**config.mk**
```make
export PLATFORM = sky130hd
export DESIGN_NAME = rdlvl_lane_sequencer
export DESIGN_NICKNAME = d
export VERILOG_FILES = /design/src/rtl/rdlvl_lane_sequencer.sv
export SDC_FILE = /design/constraint.sdc
export NUM_CORES = 1
export LEC_CHECK = 0
export CAP_MARGIN = 30
export CORE_MARGIN = 1.5
export CORE_UTILIZATION = 51
export CTS_CLUSTER_SIZE = 14
export DETAILED_ROUTE_END_ITERATION = 8
export GPL_TIMING_DRIVEN = 0
export PLACE_DENSITY = 0.87
export SLEW_MARGIN = 20
export SYNTH_ARGS = -nofsm -noshare
export SYNTH_HDL_FRONTEND = slang
export SYNTH_SLANG_ARGS = --single-unit
```
**constraint.sdc**
```tcl
create_clock -name SCLK -period 7.47 [get_ports SCLK]
set_input_delay 1.494 -clock SCLK [delete_from_list [all_inputs] [get_ports SCLK]]
set_output_delay 1.494 -clock SCLK [all_outputs]
set_load 0.02 [all_outputs]
```
**src/rtl/rdlvl_lane_sequencer.sv**
```systemverilog
// Read-levelling lane sequencer: drives the per-lane training engines in parallel or one lane at a time,
// applies a per-lane watchdog, aggregates done/error, and muxes the per-lane result bytes onto APB.
module rdlvl_lane_sequencer #(
    parameter int NUM_LANES  = 9,
    parameter int LANE_IDX_W = 4,
    parameter int ADDR_LSB   = 6,
    parameter int TIMEOUT_W  = 16
) (
    input  logic                   SCLK,
    input  logic                   reset_n,
    input  logic                   dfi_rdlvl_en,
    input  logic                   mode_serial,
    input  logic [NUM_LANES-1:0]   lane_mask,
    input  logic [TIMEOUT_W-1:0]   timeout_limit,
    input  logic [NUM_LANES-1:0]   lane_resp,
    input  logic [NUM_LANES-1:0]   lane_error,
    output logic [NUM_LANES-1:0]   lane_en,
    output logic                   dfi_rdlvl_resp,
    output logic                   rd_training_error,
    output logic [NUM_LANES-1:0]   lane_err_status,
    output logic [NUM_LANES-1:0]   lane_timeout_status,
    output logic                   busy,
    input  logic [15:0]            apb_addr,
    input  logic                   apb_re,
    input  logic                   read_access,
    input  logic [NUM_LANES*8-1:0] lane_apb_data,
    output logic [7:0]             apb_data_out,
    output logic [NUM_LANES-1:0]   lane_read_access
);

    typedef enum logic [2:0] {
        S_IDLE    = 3'd0,
        S_RUN_PAR = 3'd1,
        S_RUN_SER = 3'd2,
        S_NEXT    = 3'd3,
        S_DONE    = 3'd4
    } state_e;

    state_e                 state_q, state_d;
    logic                   en_q;
    logic [NUM_LANES-1:0]   mask_q, mask_d;
    logic [NUM_LANES-1:0]   done_q, done_d;
    logic [NUM_LANES-1:0]   lane_en_q, lane_en_d;
    logic [NUM_LANES-1:0]   err_q, err_d;
    logic [NUM_LANES-1:0]   to_q, to_d;
    logic [LANE_IDX_W-1:0]  ptr_q, ptr_d;
    logic [TIMEOUT_W-1:0]   timer_q, timer_d, timer_inc;
    logic [7:0]             rd_data_q, rd_data_d;
    logic [NUM_LANES-1:0]   rd_strb_q, rd_strb_d;

    logic                   start, abort, tmo_hit, next_vld;
    logic [NUM_LANES-1:0]   hit;
    logic [LANE_IDX_W-1:0]  first_idx, next_idx, apb_idx;
    logic                   unused_addr;

    function automatic logic [NUM_LANES-1:0] onehot(input logic [LANE_IDX_W-1:0] idx);
        onehot = '0;
        for (int i = 0; i < NUM_LANES; i++) onehot[i] = (LANE_IDX_W'(i) == idx);
    endfunction

    assign start     = (state_q == S_IDLE) && dfi_rdlvl_en && !en_q;
    assign abort     = !dfi_rdlvl_en &&
                       (state_q == S_RUN_PAR || state_q == S_RUN_SER || state_q == S_NEXT);
    assign hit       = lane_en_q & lane_resp;
    assign timer_inc = (&timer_q) ? timer_q : timer_q + TIMEOUT_W'(1);
    assign tmo_hit   = (timeout_limit != '0) && (timer_q == timeout_limit - TIMEOUT_W'(1));

    // Descending scan so the last match wins, i.e. the lowest qualifying lane.
    always_comb begin
        first_idx = '0;
        next_idx  = '0;
        next_vld  = 1'b0;
        for (int i = NUM_LANES - 1; i >= 0; i--) begin
            if (lane_mask[i]) first_idx = LANE_IDX_W'(i);
            if (mask_q[i] && (LANE_IDX_W'(i) > ptr_q)) begin
                next_idx = LANE_IDX_W'(i);
                next_vld = 1'b1;
            end
        end
    end

    always_comb begin
        state_d   = state_q;
        mask_d    = mask_q;
        done_d    = done_q;
        lane_en_d = lane_en_q;
        err_d     = err_q;
        to_d      = to_q;
        ptr_d     = ptr_q;
        timer_d   = timer_q;
        if (abort) begin
            lane_en_d = '0;
            state_d   = S_IDLE;
        end else begin
            case (state_q)
                S_IDLE: begin
                    if (start) begin
                        mask_d  = lane_mask;
                        done_d  = '0;
                        err_d   = '0;
                        to_d    = '0;
                        timer_d = '0;
                        ptr_d   = '0;
                        if (lane_mask == '0) begin
                            state_d = S_DONE;
                        end else if (mode_serial) begin
                            ptr_d     = first_idx;
                            lane_en_d = onehot(first_idx);
                            state_d   = S_RUN_SER;
                        end else begin
                            lane_en_d = lane_mask;
                            state_d   = S_RUN_PAR;
                        end
                    end
                end
                S_RUN_PAR: begin
                    timer_d   = timer_inc;
                    done_d    = done_q | hit;
                    err_d     = err_q | (hit & lane_error);
                    lane_en_d = lane_en_q & ~hit;
                    // A response landing on the watchdog cycle counts as done, not timed out.
                    if (done_d == mask_q) begin
                        state_d = S_DONE;
                    end else if (tmo_hit) begin
                        to_d      = to_q | (mask_q & ~done_d);
                        lane_en_d = '0;
                        state_d   = S_DONE;
                    end
                end
                S_RUN_SER: begin
                    timer_d = timer_inc;
                    if (|hit) begin
                        err_d     = err_q | (hit & lane_error);
                        lane_en_d = '0;
                        state_d   = S_NEXT;
                    end else if (tmo_hit) begin
                        to_d      = to_q | lane_en_q;
                        lane_en_d = '0;
                        state_d   = S_NEXT;
                    end
                end
                S_NEXT: begin
                    if (next_vld) begin
                        ptr_d     = next_idx;
                        timer_d   = '0;
                        lane_en_d = onehot(next_idx);
                        state_d   = S_RUN_SER;
                    end else begin
                        state_d = S_DONE;
                    end
                end
                S_DONE: begin
                    if (!dfi_rdlvl_en) state_d = S_IDLE;
                end
                default: state_d = S_IDLE;
            endcase
        end
    end

    assign apb_idx     = apb_addr[ADDR_LSB+LANE_IDX_W-1:ADDR_LSB];
    assign unused_addr = ^apb_addr;

    // Out-of-range indices match no lane, so data and strobe fall back to zero.
    always_comb begin
        rd_data_d = '0;
        rd_strb_d = '0;
        for (int i = 0; i < NUM_LANES; i++) begin
            if (apb_idx == LANE_IDX_W'(i)) begin
                rd_data_d    = lane_apb_data[i*8 +: 8];
                rd_strb_d[i] = apb_re & read_access;
            end
        end
    end

    always_ff @(posedge SCLK or negedge reset_n) begin
        if (!reset_n) begin
            state_q   <= S_IDLE;
            en_q      <= 1'b0;
            mask_q    <= '0;
            done_q    <= '0;
            lane_en_q <= '0;
            err_q     <= '0;
            to_q      <= '0;
            ptr_q     <= '0;
            timer_q   <= '0;
            rd_data_q <= '0;
            rd_strb_q <= '0;
        end else begin
            state_q   <= state_d;
            en_q      <= dfi_rdlvl_en;
            mask_q    <= mask_d;
            done_q    <= done_d;
            lane_en_q <= lane_en_d;
            err_q     <= err_d;
            to_q      <= to_d;
            ptr_q     <= ptr_d;
            timer_q   <= timer_d;
            rd_data_q <= rd_data_d;
            rd_strb_q <= rd_strb_d;
        end
    end

    assign lane_en             = lane_en_q;
    assign busy                = (state_q != S_IDLE);
    assign dfi_rdlvl_resp      = (state_q == S_DONE);
    assign rd_training_error   = (state_q == S_DONE) && |(err_q | to_q);
    assign lane_err_status     = err_q;
    assign lane_timeout_status = to_q;
    assign apb_data_out        = rd_data_q;
    assign lane_read_access    = rd_strb_q;

endmodule

```
# Yosys cells after proc, flatten, opt, wreduce, memory -nomap -nowiden

Cells that the tools add are included.

Mux-type cells: 84
Eq/ne operators: 44
Add/sub/neg operators: 2
Reduce and logical (&&, ||, !) cells: 42
Bitwise logic cells: 13
Magnitude comparators: 9

Operators with widths:

| kind                                                | number |
|---|---|
| two-way mux 9 bit                                   | 15 |
| two-way mux 4 bit                                   | 22 |
| two-way mux 8 bit                                   | 9 |
| case mux 9 bit (3 select lines)                     | 2 |
| two-way mux 16 bit                                  | 3 |
| case mux 16 bit (3 select lines)                    | 1 |
| bitwise OR 9 bit                                    | 5 |
| AND 9 bit                                           | 4 |
| case mux 9 bit (4 select lines)                     | 1 |
| equality test 3 x 4 -> 1 bit, first input constant  | 8 |
| two-way mux 3 bit                                   | 9 |
| two-way mux 1 bit                                   | 18 |
| NOT 9 bit                                           | 2 |
| case mux 9 bit (2 select lines)                     | 1 |
| OR reduction 9 bit                                  | 2 |
| adder 16 x 1 -> 16 bit, second input constant       | 1 |
| equality test 16 bit                                | 1 |
| equality test 2 x 4 -> 1 bit, first input constant  | 4 |
| equality test 4 x 3 -> 1 bit, second input constant | 4 |
| > comparator 3 x 4 -> 1 bit, first input constant   | 4 |
| AND reduction 16 bit                                | 1 |
| nonzero test 16 bit                                 | 1 |
| subtractor 16 x 1 -> 16 bit, second input constant  | 1 |
| case mux 3 bit (5 select lines)                     | 1 |
| other kinds (35)                                    | 74 |

Word-level logic and storage cells: 205
Bits in registers: 86
Input bits: 137
Output and inout bits: 47

# Depth between registers and ports, before layout

Depth after elaboration: 15
Depth in mapped cells: 10
Gate-level depth less buffers: 10

# Worst setup path after synthesis

OpenSTA, ideal clock, no wires.

Path kind: input -> register
Start: input port timeout_limit[0]
End: register lane_en_q[1], in the netlist lane_en[1]
Data required time: 7344 ps
Path slack: 3597 ps
Data arrival time: 3747 ps
Cell stages on the path: 10
Path through: inv_1 > ha_1 > nor4b_2 > and2_1 > or3_1 > a221oi_4 > a21oi_2 > or3_1 > buf_2 > a221o_1

Word-level cells in the longest chain between the ends: 7
Elaborated cells between the ends (all ways): 10
Classes of those cells: add/sub: 1; eq/ne: 2; mux: 4; reduce/logical: 3

RTL lines:

| element                         | RTL line | RTL |
|---|---|---|
| start, declared                 | 14       | `input logic [TIMEOUT_W-1:0] timeout_limit,` |
| subtractor 16 x 1 -> 16 bit     | 66       | `assign tmo_hit = (timeout_limit != '0) && (timer_q == timeout_limit - TIMEOUT_W'(1));` |
| equality test 16 bit            | 66       |  |
| logical AND 1 bit *             | 66       |  |
| two-way mux 9 bit               | 124      | `end else if (tmo_hit) begin` |
| two-way mux 9 bit               | 122      | `if (done_d == mask_q) begin` |
| case mux 9 bit (4 select lines) | 95       | `case (state_q)` |
| two-way mux 9 bit               | 91       | `if (abort) begin` |
| end signal, assigned            | 193      | `lane_en_q <= lane_en_d;` |
| end, declared                   | 43       | `logic [NUM_LANES-1:0] lane_en_q, lane_en_d;` |

Mark *: on every way between the ends. The rest lies on a longest branch, timed or not.
A chain may end at the register's enable or synchronous reset.

# Final worst setup path

Start: input port timeout_limit[0]
End: register lane_en_q[5], in the netlist lane_en[5]

Same word-level chain as after synthesis.

==> metrics.txt <==
xor/xnor cell area share of the yosys netlist=3.10%; Crit Path Max Fanout=9; cts bufs inserted=9; largest net degree at the start of global routing=49; n_diodes=0; routed len/inst=18.8 µm; PortBufs=about 170; Compound-Gate Fraction of Synth Area=24.6%; commonest non-fill, non-tap cell in the layout=clkdlybuf4s50_1; largest family of logic cells by synthesized area=compound AO/OA/AOI/OAI gates; Layout area overhead=37.2%; number of cell rows=38; Remaining DRCs=0; cts repair resizes=0; Clk Latency, worst-skew pair=0.36 ns; Synth Instances=between 600 and 700; flip-flop and latch area=approximately 2200 µm²; clock sinks=86; CTS Hold Bufs=0; area of the multi-input gates=3360 µm²; Crit Path Category=in2reg; final setup fails=0; Nets=968; Seq/Total Area, Yosys=38.1%; adder-cell share of the synthesized area=2.44%; Synth cell types=66; ys async rst share=100%; total of fill cells in the finished design=between 800 and 900; Final Hold Vio Count=0; PwrDens=253 nW/µm²; crit-path leading delay family=simple AND/OR/NAND/NOR gates; Synth Flop Type=dfrtp_1; vias in the first global route=5827; total setup buffers inserted after CTS=0; Routed WL=18.1 mm; initial antenna violation count=0; layout cells sized above 1=6.18%; Fmax achieved=223 MHz; Worst Setup Slack, final=approximately 3.0 ns; simple-gate share of the synthesized area=roughly 23%; number of max-cap violations=0; clk slew on worst S/H paths=0.09 ns; Pleak=3.09 nW; die height=108 µm; Seq cells post-synth=86; DP Wirelength=14.1 mm; Die ar.=11700 µm²; most frequent cells in the layout=168 x clkdlybuf4s50_1, 86 x dfrtp_1, 69 x nor2_1, 62 x nand2_1, 50 x a21oi_1; drt first pass iters=7; crit path time final=4.48 ns; Max Root-Sink Buffers=2; post-layout util=71.5%; Slowest Stage Delay on Critical Path=0.52 ns; routability cong.=0.908; fin crit share=60.0%; first-pass GRT wire length=approximately 28 mm; RSZ-0062 raised after global routing=no; Setup TNS=0 ns; Worst EP arrival=around 4.7 ns; Post-Syn Area=5650 µm²; DR vias/cell=6.20; Worst Setup End Kind=flop; die span in x=~110 µm; Syn. warnings=0; antenna-violating nets left=0; CP bufs+invs=3; CTS root buffer=clkbuf_8; Starting Density=52.1%; Post-Syn Nets=786; violation count after the first detailed-route iteration=536; post-synthesis mux area share=about 6.4%; total number of vias=5983; CP Cell Sequence=clkdlybuf4s50_1 -> inv_1 -> ha_1 -> nor4b_2 -> and2_1 -> a41oi_1 -> nor4_2 -> a21oi_2 -> or3_1 -> buf_2 -> a221o_1; Boundary Pins=around 180; status=finished, final reports clean; CP startpoint kind=primary input; Critical-path top delay cell=clkdlybuf4s50_1; Clock Skews=0.0118 ns; Req. time, crit path=slightly below 8 ns; CTS tree=yes; Remaining Overflow, GRT=0; core area=roughly 11000 µm²; Max Slew Vio Count=0; placed cells=949; Setup WS pre-CTS=2.62 ns; Total GRT Usage=about a third; maximum VDD drop=0.187 mV; Slew @ Worst Pin=0.938 ns; Post-synth EDFFs=0; Hold Path Class=reg2reg; final non-filler cell total=roughly 970; Avg Cell Area, Syn=8.85 µm²; worst rel slew slack=37.3%; H-tree levels=3
## state kept, by name, indices dropped and copies added (netlist names)
name	flops
state_q	3
apb_data_out	8
done_q	9
mask_q	9
en_q	1
lane_en	9
lane_read_access	9
lane_err_status	9
timer_q	16
ptr_q	4
lane_timeout_status	9
## final cells by class
class / instances / share of cell area [%]
Tap cell: 140 / 2.26
Buffer: 28 / 1.37
Clock buffer: 9 / 1.60
Sequential cell: 86 / 27.8
Multi-Input combinational cell: 513 / 43.3
Timing Repair Buffer: 171 / 22.2
Clock inverter: 7 / 0.969
Inverter: 11 / 0.533
## layer usage
metal / routed length [µm] / track usage [%] / vias up
li1: - / - / 2792
met1: 7100 / 37.6 / 2802
met2: 8800 / 54.3 / 336
met3: 1570 / 7.29 / 53
met4: 681 / 13.2 / 0
met5: 0 / 0 / -
## synth_stat cells (3+ instances only)
cell type / instances / area [µm²]
o21a_1: 6 / 45.0
nand2_1: 62 / 233
nor4_2: 4 / 50.1
ha_1: 11 / 138
o31ai_1: 10 / 75.1
nor2b_1: 12 / 75.1
or4_1: 5 / 37.5
nor3b_1: 4 / 30.0
a22o_1: 3 / 26.3
nand3_1: 17 / 85.1
o21ai_0: 37 / 185
a21oi_1: 50 / 250
nor2_1: 69 / 259
a21o_1: 4 / 30.0
a31oi_1: 7 / 43.8
o2bb2ai_1: 5 / 43.8
o22ai_1: 3 / 18.8
nand2b_1: 12 / 75.1
o211ai_1: 4 / 30.0
a22oi_1: 14 / 105
mux2_2: 8 / 90.1
nand4_1: 9 / 56.3
mux4_2: 8 / 180
a2111oi_0: 3 / 26.3
a41oi_1: 11 / 96.3
dfrtp_1: 86 / 2150
inv_1: 11 / 41.3
mux2i_1: 9 / 90.1
xnor2_1: 8 / 70.1
a221o_1: 9 / 90.1
xor2_1: 12 / 105
a211oi_1: 5 / 37.5
clkbuf_1: 24 / 90.1
and3_1: 11 / 68.8
o21bai_1: 3 / 22.5
buf_1: 3 / 11.3
nor3_1: 21 / 105
o41ai_1: 9 / 78.8
or3_1: 3 / 18.8
nor4_1: 7 / 43.8
and2_1: 10 / 62.6
## cell families (layout without fill, tap and decap cells)
group                      Yosys count  in the layout
buffers and inverters               39            226
adders and majority gates           11             11
AOI/OAI and AO/OA                  202            202
xor gates and xnor gates            20             20
DFF                                 86             86
and+or+nand+nor                    255            255
muxes                               25             25
## through the flow
stage	area, µm²	hold WS (ns)	total power [W]
after floorplan	5650	0.456	0.00122
after global placement	7520	0.473	0.00158
after detailed placement	7550	0.494	0.00161
after CTS	7750	0.514	0.00195
after global routing	7750	0.525	0.00209
final	7750	0.514	0.00196
## path summary, 6_finish.rpt
kind                                        from                     end  slack [ns]  depth (start not counted)
max in group asynchronous                reset_n  lane_en[7]$_DFFE_PN0P_        5.75                          2
setup / recovery                timeout_limit[0]  lane_en[5]$_DFFE_PN0P_        2.99                         11
min in group asynchronous                reset_n  lane_en[6]$_DFFE_PN0P_        1.11                          1
hold reg to reg            mask_q[0]$_DFFE_PN0P_   mask_q[0]$_DFFE_PN0P_        0.51                          1
hold / removal             mask_q[0]$_DFFE_PN0P_   mask_q[0]$_DFFE_PN0P_        0.51                          1
setup reg to reg            ptr_q[2]$_DFFE_PN0P_  lane_en[5]$_DFFE_PN0P_        4.50                          9
## power by group
| part | internal (W) | switching, W | total, W |
|---|---|---|---|
| registers | 0.000549 | 0.000127 | 0.000676 |
| clock network | 0.000156 | 0.000180 | 0.000336 |
| logic | 0.000398 | 0.000549 | 0.000947 |
## worst register-to-register path: cells and delay by family, from the launching register on
family,cells,cell delay (ns)
AND/OR/NAND/NOR,3,0.97
AO/OA/AOI/OAI,4,1.14
buffers and inverters,2,0.39
flip-flops,1,0.36
Power figures use the tool's default switching activity.
